[config.mk]
export PLATFORM = sky130hd
export DESIGN_NAME = mem_access_unit
export DESIGN_NICKNAME = d
export VERILOG_FILES = /design/src/rtl/mem_pkg.sv /design/src/rtl/mem_lane_align.sv /design/src/rtl/mem_access_unit.sv
export SDC_FILE = /design/constraint.sdc
export NUM_CORES = 1
export LEC_CHECK = 0
export BUFFER_PORTS_ARGS = -buffer_cell sky130_fd_sc_hd__buf_2
export CORE_ASPECT_RATIO = 0.5
export CORE_UTILIZATION = 46
export DETAILED_ROUTE_END_ITERATION = 6
export GPL_ROUTABILITY_DRIVEN = 0
export PLACE_DENSITY = 0.77
export SYNTH_ARGS = -nofsm -noshare
export SYNTH_HDL_FRONTEND = slang
export SYNTH_SLANG_ARGS = --single-unit
[constraint.sdc]
create_clock -name clk -period 4.2 [get_ports clk]
set_clock_uncertainty 0.2 [all_clocks]
set_input_delay 0.84 -clock clk [delete_from_list [all_inputs] [get_ports clk]]
set_output_delay 0.84 -clock clk [all_outputs]
set_load 0.01 [all_outputs]
[src/rtl/mem_pkg.sv]
// Shared types for the memory stage.
// Access sizes, op encoding, FSM states and the decode bundle.
package mem_pkg;

  typedef enum logic [1:0] {
    MEM_BYTE = 2'b00,
    MEM_HALF = 2'b01,
    MEM_WORD = 2'b10
  } mem_size_e;

  localparam logic MEM_READ  = 1'b1;
  localparam logic MEM_WRITE = 1'b0;

  typedef enum logic [1:0] {
    IDLE,
    BUSY,
    DONE
  } mem_state_t;

  typedef struct packed {
    logic       op;
    logic [1:0] access_size;
    logic       read_unsigned;
  } mem_params_t;

  // Natural alignment check; size 11 is never legal.
  function automatic logic access_ok(
    input logic [1:0] sz,
    input logic [1:0] off
  );
    logic ok;
    ok = 1'b0;
    case (sz)
      MEM_BYTE: ok = 1'b1;
      MEM_HALF: ok = ~off[0];
      MEM_WORD: ok = (off == 2'b00);
      default:  ok = 1'b0;
    endcase
    return ok;
  endfunction

endpackage

[src/rtl/mem_lane_align.sv]
// Byte-lane steering for a 32-bit data bus.
// Byte enables, store replication, load extract/extend.
module mem_lane_align
  import mem_pkg::*;
(
  input  logic [1:0]  size,
  input  logic [1:0]  off,
  input  logic        rd_unsigned,
  input  logic [31:0] store_data,
  input  logic [31:0] rdata,
  output logic [3:0]  be,
  output logic [31:0] wdata,
  output logic [31:0] ldata
);

  logic [31:0] shifted;

  // Steer lanes according to access size and byte offset.
  always_comb begin
    shifted = rdata >> {off, 3'b000};
    be      = 4'b0000;
    wdata   = store_data;
    ldata   = 32'h0;
    case (size)
      MEM_BYTE: begin
        be    = 4'b0001 << off;
        wdata = {4{store_data[7:0]}};
        ldata = rd_unsigned ? {24'h0, shifted[7:0]}
                            : {{24{shifted[7]}}, shifted[7:0]};
      end
      MEM_HALF: begin
        be    = 4'b0011 << off;
        wdata = {2{store_data[15:0]}};
        ldata = rd_unsigned ? {16'h0, shifted[15:0]}
                            : {{16{shifted[15]}}, shifted[15:0]};
      end
      MEM_WORD: begin
        be    = 4'b1111;
        wdata = store_data;
        ldata = shifted;
      end
      default: begin
        be    = 4'b0000;
        wdata = store_data;
        ldata = 32'h0;
      end
    endcase
  end

endmodule

[src/rtl/mem_access_unit.sv]
// Memory stage: one load/store at a time on a req/ack bus.
// Stalls upstream until the access completes or faults.
module mem_access_unit
  import mem_pkg::*;
#(
  parameter int unsigned TIMEOUT_CYCLES = 255,
  parameter int unsigned XLEN           = 32
) (
  input  logic             clk,
  input  logic             reset,
  input  logic             valid_in,
  input  mem_params_t      mem_params,
  input  logic [XLEN-1:0]  addr,
  input  logic [XLEN-1:0]  store_data,
  output logic             bus_req,
  output logic             bus_we,
  output logic [XLEN-1:0]  bus_addr,
  output logic [3:0]       bus_be,
  output logic [XLEN-1:0]  bus_wdata,
  input  logic             bus_ack,
  input  logic [XLEN-1:0]  bus_rdata,
  output logic             stall,
  output logic             done,
  output logic [XLEN-1:0]  load_data,
  output logic             fault
);

  localparam int CW = $clog2(TIMEOUT_CYCLES + 2);

  mem_state_t  state;
  logic        op_q;
  logic [1:0]  size_q;
  logic        uns_q;
  logic [1:0]  off_q;
  logic [CW-1:0] cnt;
  logic [CW-1:0] cnt_nxt;

  logic [1:0]  la_size;
  logic [1:0]  la_off;
  logic        la_uns;
  logic [3:0]  la_be;
  logic [31:0] la_wdata;
  logic [31:0] la_ldata;
  logic        legal;

  // Aligner sees the new request in IDLE, the latched one otherwise.
  always_comb begin
    la_size = size_q;
    la_off  = off_q;
    la_uns  = uns_q;
    if (state == IDLE) begin
      la_size = mem_params.access_size;
      la_off  = addr[1:0];
      la_uns  = mem_params.read_unsigned;
    end
  end

  mem_lane_align u_align (
    .size        (la_size),
    .off         (la_off),
    .rd_unsigned (la_uns),
    .store_data  (store_data),
    .rdata       (bus_rdata),
    .be          (la_be),
    .wdata       (la_wdata),
    .ldata       (la_ldata)
  );

  assign legal   = access_ok(mem_params.access_size, addr[1:0]);
  assign cnt_nxt = cnt + CW'(1);
  assign stall   = (state == BUSY) ||
                   ((state == IDLE) && valid_in);

  // Transaction FSM with registered bus and result outputs.
  always_ff @(posedge clk or posedge reset) begin
    if (reset) begin
      state     <= IDLE;
      op_q      <= 1'b0;
      size_q    <= 2'b00;
      uns_q     <= 1'b0;
      off_q     <= 2'b00;
      cnt       <= '0;
      bus_req   <= 1'b0;
      bus_we    <= 1'b0;
      bus_addr  <= '0;
      bus_be    <= 4'b0000;
      bus_wdata <= '0;
      done      <= 1'b0;
      fault     <= 1'b0;
      load_data <= '0;
    end else begin
      done <= 1'b0;
      case (state)
        IDLE: begin
          if (valid_in) begin
            op_q      <= mem_params.op;
            size_q    <= mem_params.access_size;
            uns_q     <= mem_params.read_unsigned;
            off_q     <= addr[1:0];
            bus_addr  <= {addr[XLEN-1:2], 2'b00};
            bus_be    <= la_be;
            bus_we    <= (mem_params.op == MEM_WRITE);
            bus_wdata <= la_wdata;
            load_data <= '0;
            cnt       <= '0;
            if (!legal) begin
              state <= DONE;
              done  <= 1'b1;
              fault <= 1'b1;
            end else begin
              state   <= BUSY;
              bus_req <= 1'b1;
            end
          end
        end
        BUSY: begin
          if (bus_ack) begin
            bus_req <= 1'b0;
            state   <= DONE;
            done    <= 1'b1;
            if (op_q == MEM_READ) load_data <= la_ldata;
          end else if ((TIMEOUT_CYCLES != 0) &&
                       (cnt_nxt == CW'(TIMEOUT_CYCLES))) begin
            bus_req <= 1'b0;
            state   <= DONE;
            done    <= 1'b1;
            fault   <= 1'b1;
            cnt     <= cnt_nxt;
          end else begin
            cnt <= cnt_nxt;
          end
        end
        DONE: begin
          state <= IDLE;
          fault <= 1'b0;
        end
        default: state <= IDLE;
      endcase
    end
  end

endmodule

==> reports/qor.csv, run 1 <==
metric;value;unit
status;finished clean;
ios;209;
r2r_start;state[0];
grt_pass1_vias;5405;
ctsRootBufferMaster;clkbuf_16;
cp_max_fo;16;
crit_path_end_kind;register;
powerDensity;593;nW/um^2
layout_setup_ws;1140;ps
dieArea;13400;um^2
worstPathRequired;4320;ps
io_buffers;206;
max_slew.worst_pin.slew;899;ps
worst_slew_margin_rel;0.398;
die_h;82.5;um
worst_ir_drop_vdd;0.000346;V
drt_wl_total;17000;um
rsz0062_at_grt;false;
fin_crit;3060;ps
holdWs;265;ps
htreeDepth;4;
stdcell_count;1026;
synth_edf_count;0;
syn_inst;660;
synth_seq_cells;119;
worstHoldStart;bus_addr[23];
initial_core_util;0.489;
seq_area_frac_synth;0.500;
dp_slack;858;ps
dieWidth;163;um
cts_buffer_depth;2;
hold_viol;0;
cts_setup_buffers;0;
ant_nets;0;
fin_tns_setup;0;ps
grt_overflow;0;
grt_usage;0.258;
drt_iter0_drc;504;
drive_gt1_frac;0.313;
finalSetupViolCount;0;
avgSynthCellArea;9.02;um^2
reg2reg_slack;1140;ps
clk-insertion-delay-late;400;ps
core-area;12200;um^2
wl_met2;8360;um
crit_arrival;3170;ps
grt_first_pass_wirelength;26800;um
min_period_over_period;0.727;
met3WireLength;1090;um
cts_resized;0;
yosys_warnings;0;
postLayoutCoreUtil;0.625;
cts_tree;yes;
r2r_cells;5;
ys_types;62;
nets;955;
vias;5659;
path_clk_slew;60;ps
cts_buffers;17;
drt-met1-wl;7370;um
worstHoldEndpoint;bus_addr[23];
synthesis.area;5960;um^2
wire_per_inst;16.6;um
topRoutingLayerUsed;met4;
slew_viol_final;0;
cts_sinks;119;
async_reset_ff_frac;1.00;
r2r_end;load_data[16];
holdBufCountCts;0;
fill_cells;1053;
grt_max_degree;73;
maxCapViolations;0;
leakage;3.96;nW
post-dp-hpwl;11800;um
antenna_found_initial;1;
max_freq;327;MHz
dr.pass1.iters;6;
post-route-drc-count;0;
hold-path-cell-count;2;
post-place-cells;995;
worstSetupPathType;register to register;
areaGrowthSynthToFinish;27.9;%
placementRows;28;
avgViaCountPerCell;5.52;
synthFlopType;dfrtp_1;
min_path_type;register to register;
worst_setup_path_start_kind;register;
[metal layers]
layer | track usage | up-vias
li1 | - | 2668
met1 | 0.327 | 2756
met2 | 0.442 | 214
met3 | 0.0539 | 21
met4 | 0.0963 | 0
met5 | 0 | -
[sequential cells by signal (all words and copies together) (netlist names)]
signal	flops
done	1
load_data	32
bus_we	1
bus_wdata	32
off_q	2
bus_addr	30
size_q	2
cnt	9
bus_be	4
bus_req	1
state	2
fault	1
op_q	1
uns_q	1
[cells by family after synthesis]
family          synth area share
compound gates             0.191
xor+xnor                 0.00588
fa+ha+maj                0.00420
buf+inv                   0.0431
flops                      0.500
mux                       0.0511
other cells             0.000630
simple gates               0.204
[per-stage QoR]
| stage | cell area (um^2) | total power [mW] |
|---|---|---|
| 3_5_place_dp | 7050 | 3.12 |
| 5_1_grt | 7610 | 4.77 |
| 4_1_cts | 7610 | 4.53 |
| 2_1_floorplan | 5960 | 2.56 |
| 6_report | 7610 | 4.51 |
| 3_3_place_gp | 7050 | 3.07 |
[Yosys cell counts (all sizes together), types with 2 or more instances]
| cell | instances | share of area |
|---|---|---|
| a41oi | 7 | 0.015 |
| buf | 18 | 0.022 |
| a211oi | 10 | 0.013 |
| a31o | 2 | 0.0029 |
| nand2b | 4 | 0.0042 |
| nand3 | 6 | 0.0050 |
| nor2b | 2 | 0.0021 |
| nand4 | 4 | 0.0042 |
| or3b | 2 | 0.0034 |
| nor4 | 2 | 0.0021 |
| a21o | 19 | 0.024 |
| a21boi | 2 | 0.0025 |
| a22oi | 9 | 0.012 |
| o21a | 3 | 0.0038 |
| a22o | 2 | 0.0029 |
| nor3 | 5 | 0.0042 |
| and2 | 7 | 0.0078 |
| dfrtp | 119 | 0.50 |
| nor2 | 38 | 0.024 |
| and3 | 7 | 0.0074 |
| ha | 2 | 0.0042 |
| o22ai | 3 | 0.0032 |
| clkbuf | 28 | 0.018 |
| mux2i | 19 | 0.034 |
| inv | 5 | 0.0032 |
| xnor2 | 2 | 0.0029 |
| o31ai | 10 | 0.013 |
| a222oi | 6 | 0.010 |
| nand2 | 213 | 0.13 |
| o2111a | 2 | 0.0038 |
| o21ai | 36 | 0.030 |
| a21oi | 20 | 0.017 |
| xor2 | 2 | 0.0029 |
| mux2 | 9 | 0.017 |
| a31oi | 20 | 0.021 |
[critical path, stage by stage, from the launching register on]
cell and delay [ps]:
dfrtp_1 500, nor2_1 750, mux2i_2 530, o2111a_1 660, a21oi_1 130, a41oi_2 190
[report_power, final]
| group | switching, mW | internal, mW |
|---|---|---|
| clock network | 0.515 | 0.893 |
| logic | 0.896 | 0.568 |
| registers | 0.192 | 1.45 |
| total | 1.60 | 2.91 |
[cell type report]
type | instances | area [um^2] | area share
Antenna cell | 1 | 2.50 | 0.000329
Clock buffer | 21 | 460 | 0.0605
Clock inverter | 9 | 103 | 0.0135
Inverter | 5 | 21.3 | 0.00279
Multi-Input combinational cell | 491 | 2730 | 0.359
Sequential cell | 119 | 2980 | 0.391
Tap cell | 165 | 206 | 0.0271
Timing Repair Buffer | 215 | 1110 | 0.146
[how the worst max path moves through the flow]
stage / startpoint / endpoint / slack, ps / cells past startpoint
after CTS: state[0] / load_data[16] / 1220 / 5
after global routing: state[0] / load_data[21] / 980 / 5
after floorplan: reset / bus_addr[10] / 3 / 1
after detailed placement: addr[0] / load_data[21] / 860 / 6
after global placement: addr[0] / load_data[22] / 980 / 6
final: state[0] / load_data[16] / 1140 / 5
[layout by cell type (no fill, tap or decap), types with 3 or more instances in the layout]
cell type   instances
nand3_1             6
nand2_1           211
clkinvlp_4          3
a22oi_1             8
a21o_1             19
buf_2             206
o21a_1              3
o22ai_1             3
buf_4               8
nor3_1              5
clkinv_2            4
a222oi_1            6
o31ai_1            10
and3_1              7
a211oi_1           10
nand2b_1            4
mux2i_1            17
a41oi_1             3
a31oi_1            20
and2_1              5
clkbuf_16          17
mux2_2              9
nand4_1             4
o21ai_1             8
dfrtp_1           119
inv_1               4
nor2_1             38
o21ai_0            28
a41oi_2             4
a21oi_1            20
(Power assumes the default switching activity.)
==> inputs of run 2 (changes only) <==
--- a/config.mk
+++ b/config.mk
@@ -7,10 +7,10 @@
 export LEC_CHECK = 0
 export BUFFER_PORTS_ARGS = -buffer_cell sky130_fd_sc_hd__buf_2
 export CORE_ASPECT_RATIO = 0.5
-export CORE_UTILIZATION = 46
+export CORE_UTILIZATION = 50
 export DETAILED_ROUTE_END_ITERATION = 6
 export GPL_ROUTABILITY_DRIVEN = 0
-export PLACE_DENSITY = 0.77
+export PLACE_DENSITY = 0.8
 export SYNTH_ARGS = -nofsm -noshare
 export SYNTH_HDL_FRONTEND = slang
 export SYNTH_SLANG_ARGS = --single-unit
==> constraint.sdc (replaced) <==
create_clock -name clk -period 2.82 [get_ports clk]
set_clock_uncertainty 0.2 [all_clocks]
set_input_delay 0.564 -clock clk [delete_from_list [all_inputs] [get_ports clk]]
set_output_delay 0.564 -clock clk [all_outputs]
set_load 0.01 [all_outputs]
==> run 2 against run 1 <==
Routed wire length is 0.71% higher; total power is 53% higher; critical path depth stayed put; critical endpoint is now load_data[21]; register-to-register slack worse by 960 ps; flip-flop and latch count stayed put; largest cell class unchanged; cell area is 1.9% higher; critical path type unchanged.
==> reports/qor.csv, run 2 (same netlist as run 1, synthesis figures left out) <==
metric;value;unit;change
min_path_type;input pin to async pin;;
dieArea;12400;um^2;-7.9%
grt_max_degree;82;;+12%
powerDensity;892;nW/um^2;+50%
fin_crit;2630;ps;-424 ps
cts_setup_buffers;0;;unchanged
worst_slew_margin_rel;0.491;;+0.0925
worstPathRequired;2860;ps;-1460 ps
antenna_found_initial;0;;-1
avgViaCountPerCell;5.57;;+0.98%
crit_arrival;2670;ps;-500 ps
drt_iter0_drc;462;;-8.3%
clk-insertion-delay-late;410;ps;about the same
fin_tns_setup;0;ps;unchanged
hold_viol;0;;unchanged
stdcell_count;1029;;+0.29%
dr.pass1.iters;5;;-1
fill_cells;950;;-9.8%
grt_overflow;0;;unchanged
grt_usage;0.287;;+0.0295
cp_max_fo;19;;+3
ant_nets;0;;unchanged
layout_setup_ws;189;ps;-956 ps
post-place-cells;997;;+0.20%
die_h;79.2;um;-4.0%
core-area;11300;um^2;-7.5%
drive_gt1_frac;0.324;;+0.0113
min_period_over_period;0.933;;+0.206
worstSetupPathType;register to register;;
final_cell_mix;nand2_1, buf_2, dfrtp_1, nor2_1, o21ai_0;;
worst_setup_path_start_kind;register;;
areaGrowthSynthToFinish;30.3;%;
htreeDepth;4;;unchanged
cts_tree;yes;;
layout_commonest_cell;nand2_1;;
worst_ir_drop_vdd;0.000415;V;+20%
cts_sinks;119;;unchanged
path_clk_slew;60;ps;about the same
wire_per_inst;16.6;um;+0.41%
ios;209;;unchanged
leakage;4.03;nW;+1.7%
status;finished clean;;
post-route-drc-count;0;;unchanged
stdcell_area;7760;um^2;+1.9%
cts_buffers;17;;unchanged
io_buffers;206;;unchanged
dieWidth;156;um;-4.0%
slew_viol_final;0;;unchanged
antenna_cells;0;;-1
initial_core_util;0.528;;+0.0393
vias;5731;;+1.3%
dp_slack;185;ps;-673 ps
max_slew.worst_pin.slew;764;ps;-135 ps
nets;963;;+0.84%
reg.largest.list;bus_wdata (32), load_data (32), bus_addr (30);;
grt_pass1_vias;5649;;+4.5%
regArea;2980;um^2;unchanged
finalSetupViolCount;0;;unchanged
rsz0062_at_grt;false;;
placed_area;7150;um^2;+1.5%
max_freq;380;MHz;+16%
multi_input_area;2740;um^2;about the same
cts_buffer_depth;2;;unchanged
placementRows;27;;-3.6%
grt_first_pass_wirelength;27500;um;+2.6%
crit_path_end_kind;register;;
ctsRootBufferMaster;clkbuf_16;;
maxCapViolations;0;;unchanged
post-dp-hpwl;11700;um;-0.48%
drt_wl_total;17100;um;+0.71%
-- run 2: cell types whose count changed in the layout (fill, tap and decap cells not counted), sizes merged --
cell	previous run	this run
bufinv	2	3
buf	215	223
diode	1	0
clkbuf	21	17
clkinv	4	7
clkinvlp	3	5
-- run 2: where the power goes --
group / internal, mW / switching (mW) / total (mW) / leakage (nW)
logic: 0.895 / 1.34 / 2.24 / 2.23
clock network: 1.39 / 0.843 / 2.23 / 0.285
registers: 2.16 / 0.291 / 2.45 / 1.52
total: 4.44 / 2.48 / 6.92 / 4.03
-- run 2: per-layer routing --
| layer | up-vias | routed length (um) | GRT usage |
|---|---|---|---|
| met5 | - | 0 | 0 |
| met4 | 0 | 364 | 0.105 |
| met3 | 41 | 1250 | 0.0731 |
| met2 | 265 | 8240 | 0.481 |
| met1 | 2732 | 7270 | 0.362 |
| li1 | 2693 | - | - |
-- run 2: through the flow --
step                power [mW]  hold WS, ps   util
finish                    6.92         29.0  0.688
global route              7.30         62.8  0.688
CTS                       6.94         48.7  0.688
detailed placement        4.69          257  0.634
global placement          4.62          252  0.634
floorplan                 3.81          263      -
-- run 2: area by class of cell --
cell class	instances	area share
clock inverter	15	0.0231
clock buffer	17	0.0548
multi-input combinational	491	0.352
tap	159	0.0256
inverter	5	0.00290
timing repair buffer	223	0.157
sequential	119	0.384
-- run 2: path summary, 6_finish.rpt --
kind | from | endpoint | slack [ps] | cells past startpoint
worst max-delay path | state[0] | load_data[21] | 190 | 5
worst min-delay path | reset | bus_wdata[1] | 30 | 2
worst max register to register | state[0] | load_data[21] | 190 | 5
worst min register to register | bus_addr[29] | bus_addr[29] | 270 | 2
max in group asynchronous | reset | bus_wdata[2] | 1760 | 3
min in group clk | addr[9] | bus_addr[9] | 140 | 3
-- run 2: critical path: stages, from the launching register on --
cell and delay [ps]:
dfrtp_1 520, o21ai_0 400, and2_4 370, a31o_1 220, or2_1 500, a41oi_1 250
-- run 2: timing repair --
item                       4_1_cts  5_1_grt
hold buffers                     0        0
resized for setup                0        1
setup endpoints to repair        0        3
==> inputs of run 3 (changes only) <==
--- a/config.mk
+++ b/config.mk
@@ -11,6 +11,7 @@
 export DETAILED_ROUTE_END_ITERATION = 6
 export GPL_ROUTABILITY_DRIVEN = 0
 export PLACE_DENSITY = 0.8
+export REMOVE_ABC_BUFFERS = 1
 export SYNTH_ARGS = -nofsm -noshare
 export SYNTH_HDL_FRONTEND = slang
 export SYNTH_SLANG_ARGS = --single-unit
==> run 3 against run 2 <==
Combinational power about the same; cell area up 0.52%; global-route usage fell by 1.4 points; clock-buffer cell count rose by 3; total power grew 2.2%; die area unchanged; largest power group unchanged; non-clock buffer count increased by 2; routed wire length decreased by 5.0%; final cell count up 0.19%; critical path depth unchanged; sequential power hardly changed.
==> reports/qor.csv, run 3 (same netlist as run 1, synthesis figures left out) <==
metric;value;unit;change
status;finished clean;;
maxCapViolations;0;;unchanged
worst-path-stages;5;;unchanged
grt_first_pass_wirelength;26300;um;-4.3%
cts_buffer_depth;2;;unchanged
grt_overflow;0;;unchanged
placementRows;27;;unchanged
dieArea;12400;um^2;unchanged
worstSetupPathType;register to register;;
io_buffers;206;;unchanged
drt_wl_total;16300;um;-5.0%
fill_cells;915;;-3.7%
antenna_cells;0;;unchanged
nets;965;;+0.21%
vias;5665;;-1.2%
max_stage_delay;520;ps;about the same
crit_path_end_kind;register;;
post-route-drc-count;0;;unchanged
worst_slew_margin_rel;0.439;;-0.0522
multi_input_area;2740;um^2;about the same
drt_iter0_drc;455;;-1.5%
worst-path-buf-inv;0;;unchanged
initial_core_util;0.528;;unchanged
cts_resized;0;;unchanged
ctsRootBufferMaster;clkbuf_16;;
dieWidth;156;um;unchanged
finalSetupViolCount;0;;unchanged
core-area;11300;um^2;unchanged
htreeDepth;4;;unchanged
crit_arrival;2610;ps;-60 ps
min_path_type;input pin to async pin;;
grt_pass1_vias;5371;;-4.9%
grt_usage;0.273;;-0.0144
worst_ir_drop_vdd;0.000522;V;+26%
critPathTopFamily;simple AND/OR/NAND/NOR gates;;
slew_viol_final;0;;unchanged
rsz0062_at_grt;false;;
hold_viol;0;;unchanged
worstPathRequired;2870;ps;about the same
grt_max_degree;82;;unchanged
layout_commonest_cell;nand2_1;;
cp_max_fo;19;;unchanged
cts_buffers;17;;unchanged
worst_setup_path_start_kind;register;;
wire_per_inst;15.8;um;-5.2%
final_cell_mix;nand2_1, buf_2, dfrtp_1, nor2_1, o21ai_0;;
max_slew.worst_pin.slew;842;ps;+78.4 ps
leakage;4.07;nW;+0.92%
postLayoutCoreUtil;0.691;;+0.00355
areaGrowthSynthToFinish;31.0;%;
cts_setup_buffers;0;;unchanged
path_clk_slew;60;ps;about the same
post-dp-hpwl;11000;um;-6.2%
drive_gt1_frac;0.325;;+0.000403
die_h;79.2;um;unchanged
cts_tree;yes;;
antenna_found_initial;0;;unchanged
ios;209;;unchanged
holdBufCountCts;0;;unchanged
crit_chain;o21ai_0 -> and2_4 -> a31o_1 -> or2_1 -> a41oi_1;;
powerDensity;907;nW/um^2;+1.7%
regArea;2980;um^2;unchanged
clk-insertion-delay-late;410;ps;about the same
crit_slowest_cell;or2_1;;
dr.pass1.iters;5;;unchanged
avgViaCountPerCell;5.49;;-1.3%
ant_nets;0;;unchanged
r2r_cells;5;;unchanged
fin_tns_setup;0;ps;unchanged
max_freq;390;MHz;+2.6%
reg.largest.list;bus_wdata (32), load_data (32), bus_addr (30);;
cts_sinks;119;;unchanged
fin_crit;2560;ps;-67.2 ps
min_period_over_period;0.909;;-0.0238
-- run 3: cell count changes in the layout (fill, tap and decap cells not counted), moves of 2 or more --
cell / previous run / this run
bufinv_16: 3 / 5
clkinv_4: 4 / 1
buf_12: 5 / 3
buf_4: 12 / 16
clkbuf_8: 0 / 2
clkinvlp_4: 5 / 2
-- run 3: final timing paths --
check,start,end,slack (ps)
max,state[0],load_data[22],260
min,reset,bus_wdata[4],30
max reg2reg,state[0],load_data[22],260
min reg2reg,bus_addr[6],bus_addr[6],270
max in group asynchronous,reset,bus_addr[2],1590
min in group clk,addr[22],bus_addr[22],140
-- run 3: layout make-up --
| type | instances | area share |
|---|---|---|
| Sequential cell | 119 | 0.382 |
| Clock buffer | 20 | 0.0585 |
| Timing Repair Buffer | 225 | 0.155 |
| Clock inverter | 12 | 0.0253 |
| Tap cell | 159 | 0.0255 |
| Inverter | 5 | 0.00273 |
| Multi-Input combinational cell | 491 | 0.351 |
-- run 3: metal layers --
layer	share of wire	up-vias	global-route usage	wire length (um)
li1	-	2696	-	-
met1	0.43	2701	0.354	7080
met2	0.48	238	0.451	7870
met3	0.063	30	0.0600	1030
met4	0.018	0	0.102	291
met5	0	-	0	0
-- run 3: report_power, final --
part	switching, mW	internal [mW]
Sequential	0.282	2.16
Combinational	1.33	0.894
Clock	0.793	1.61
Total	2.41	4.67
-- run 3: stage by stage --
stage          hold WS [ps]  setup slack, ps  std cells  total power, mW  instance area, um^2
2_1_floorplan           263            -1100        615             3.71                 5720
3_3_place_gp            252              279        999             4.61                 7150
3_5_place_dp            256              209        999             4.68                 7150
4_1_cts                58.6              264       1031             7.10                 7800
5_1_grt                81.4             45.8       1031             7.47                 7800
6_report               33.3              256       1031             7.07                 7800
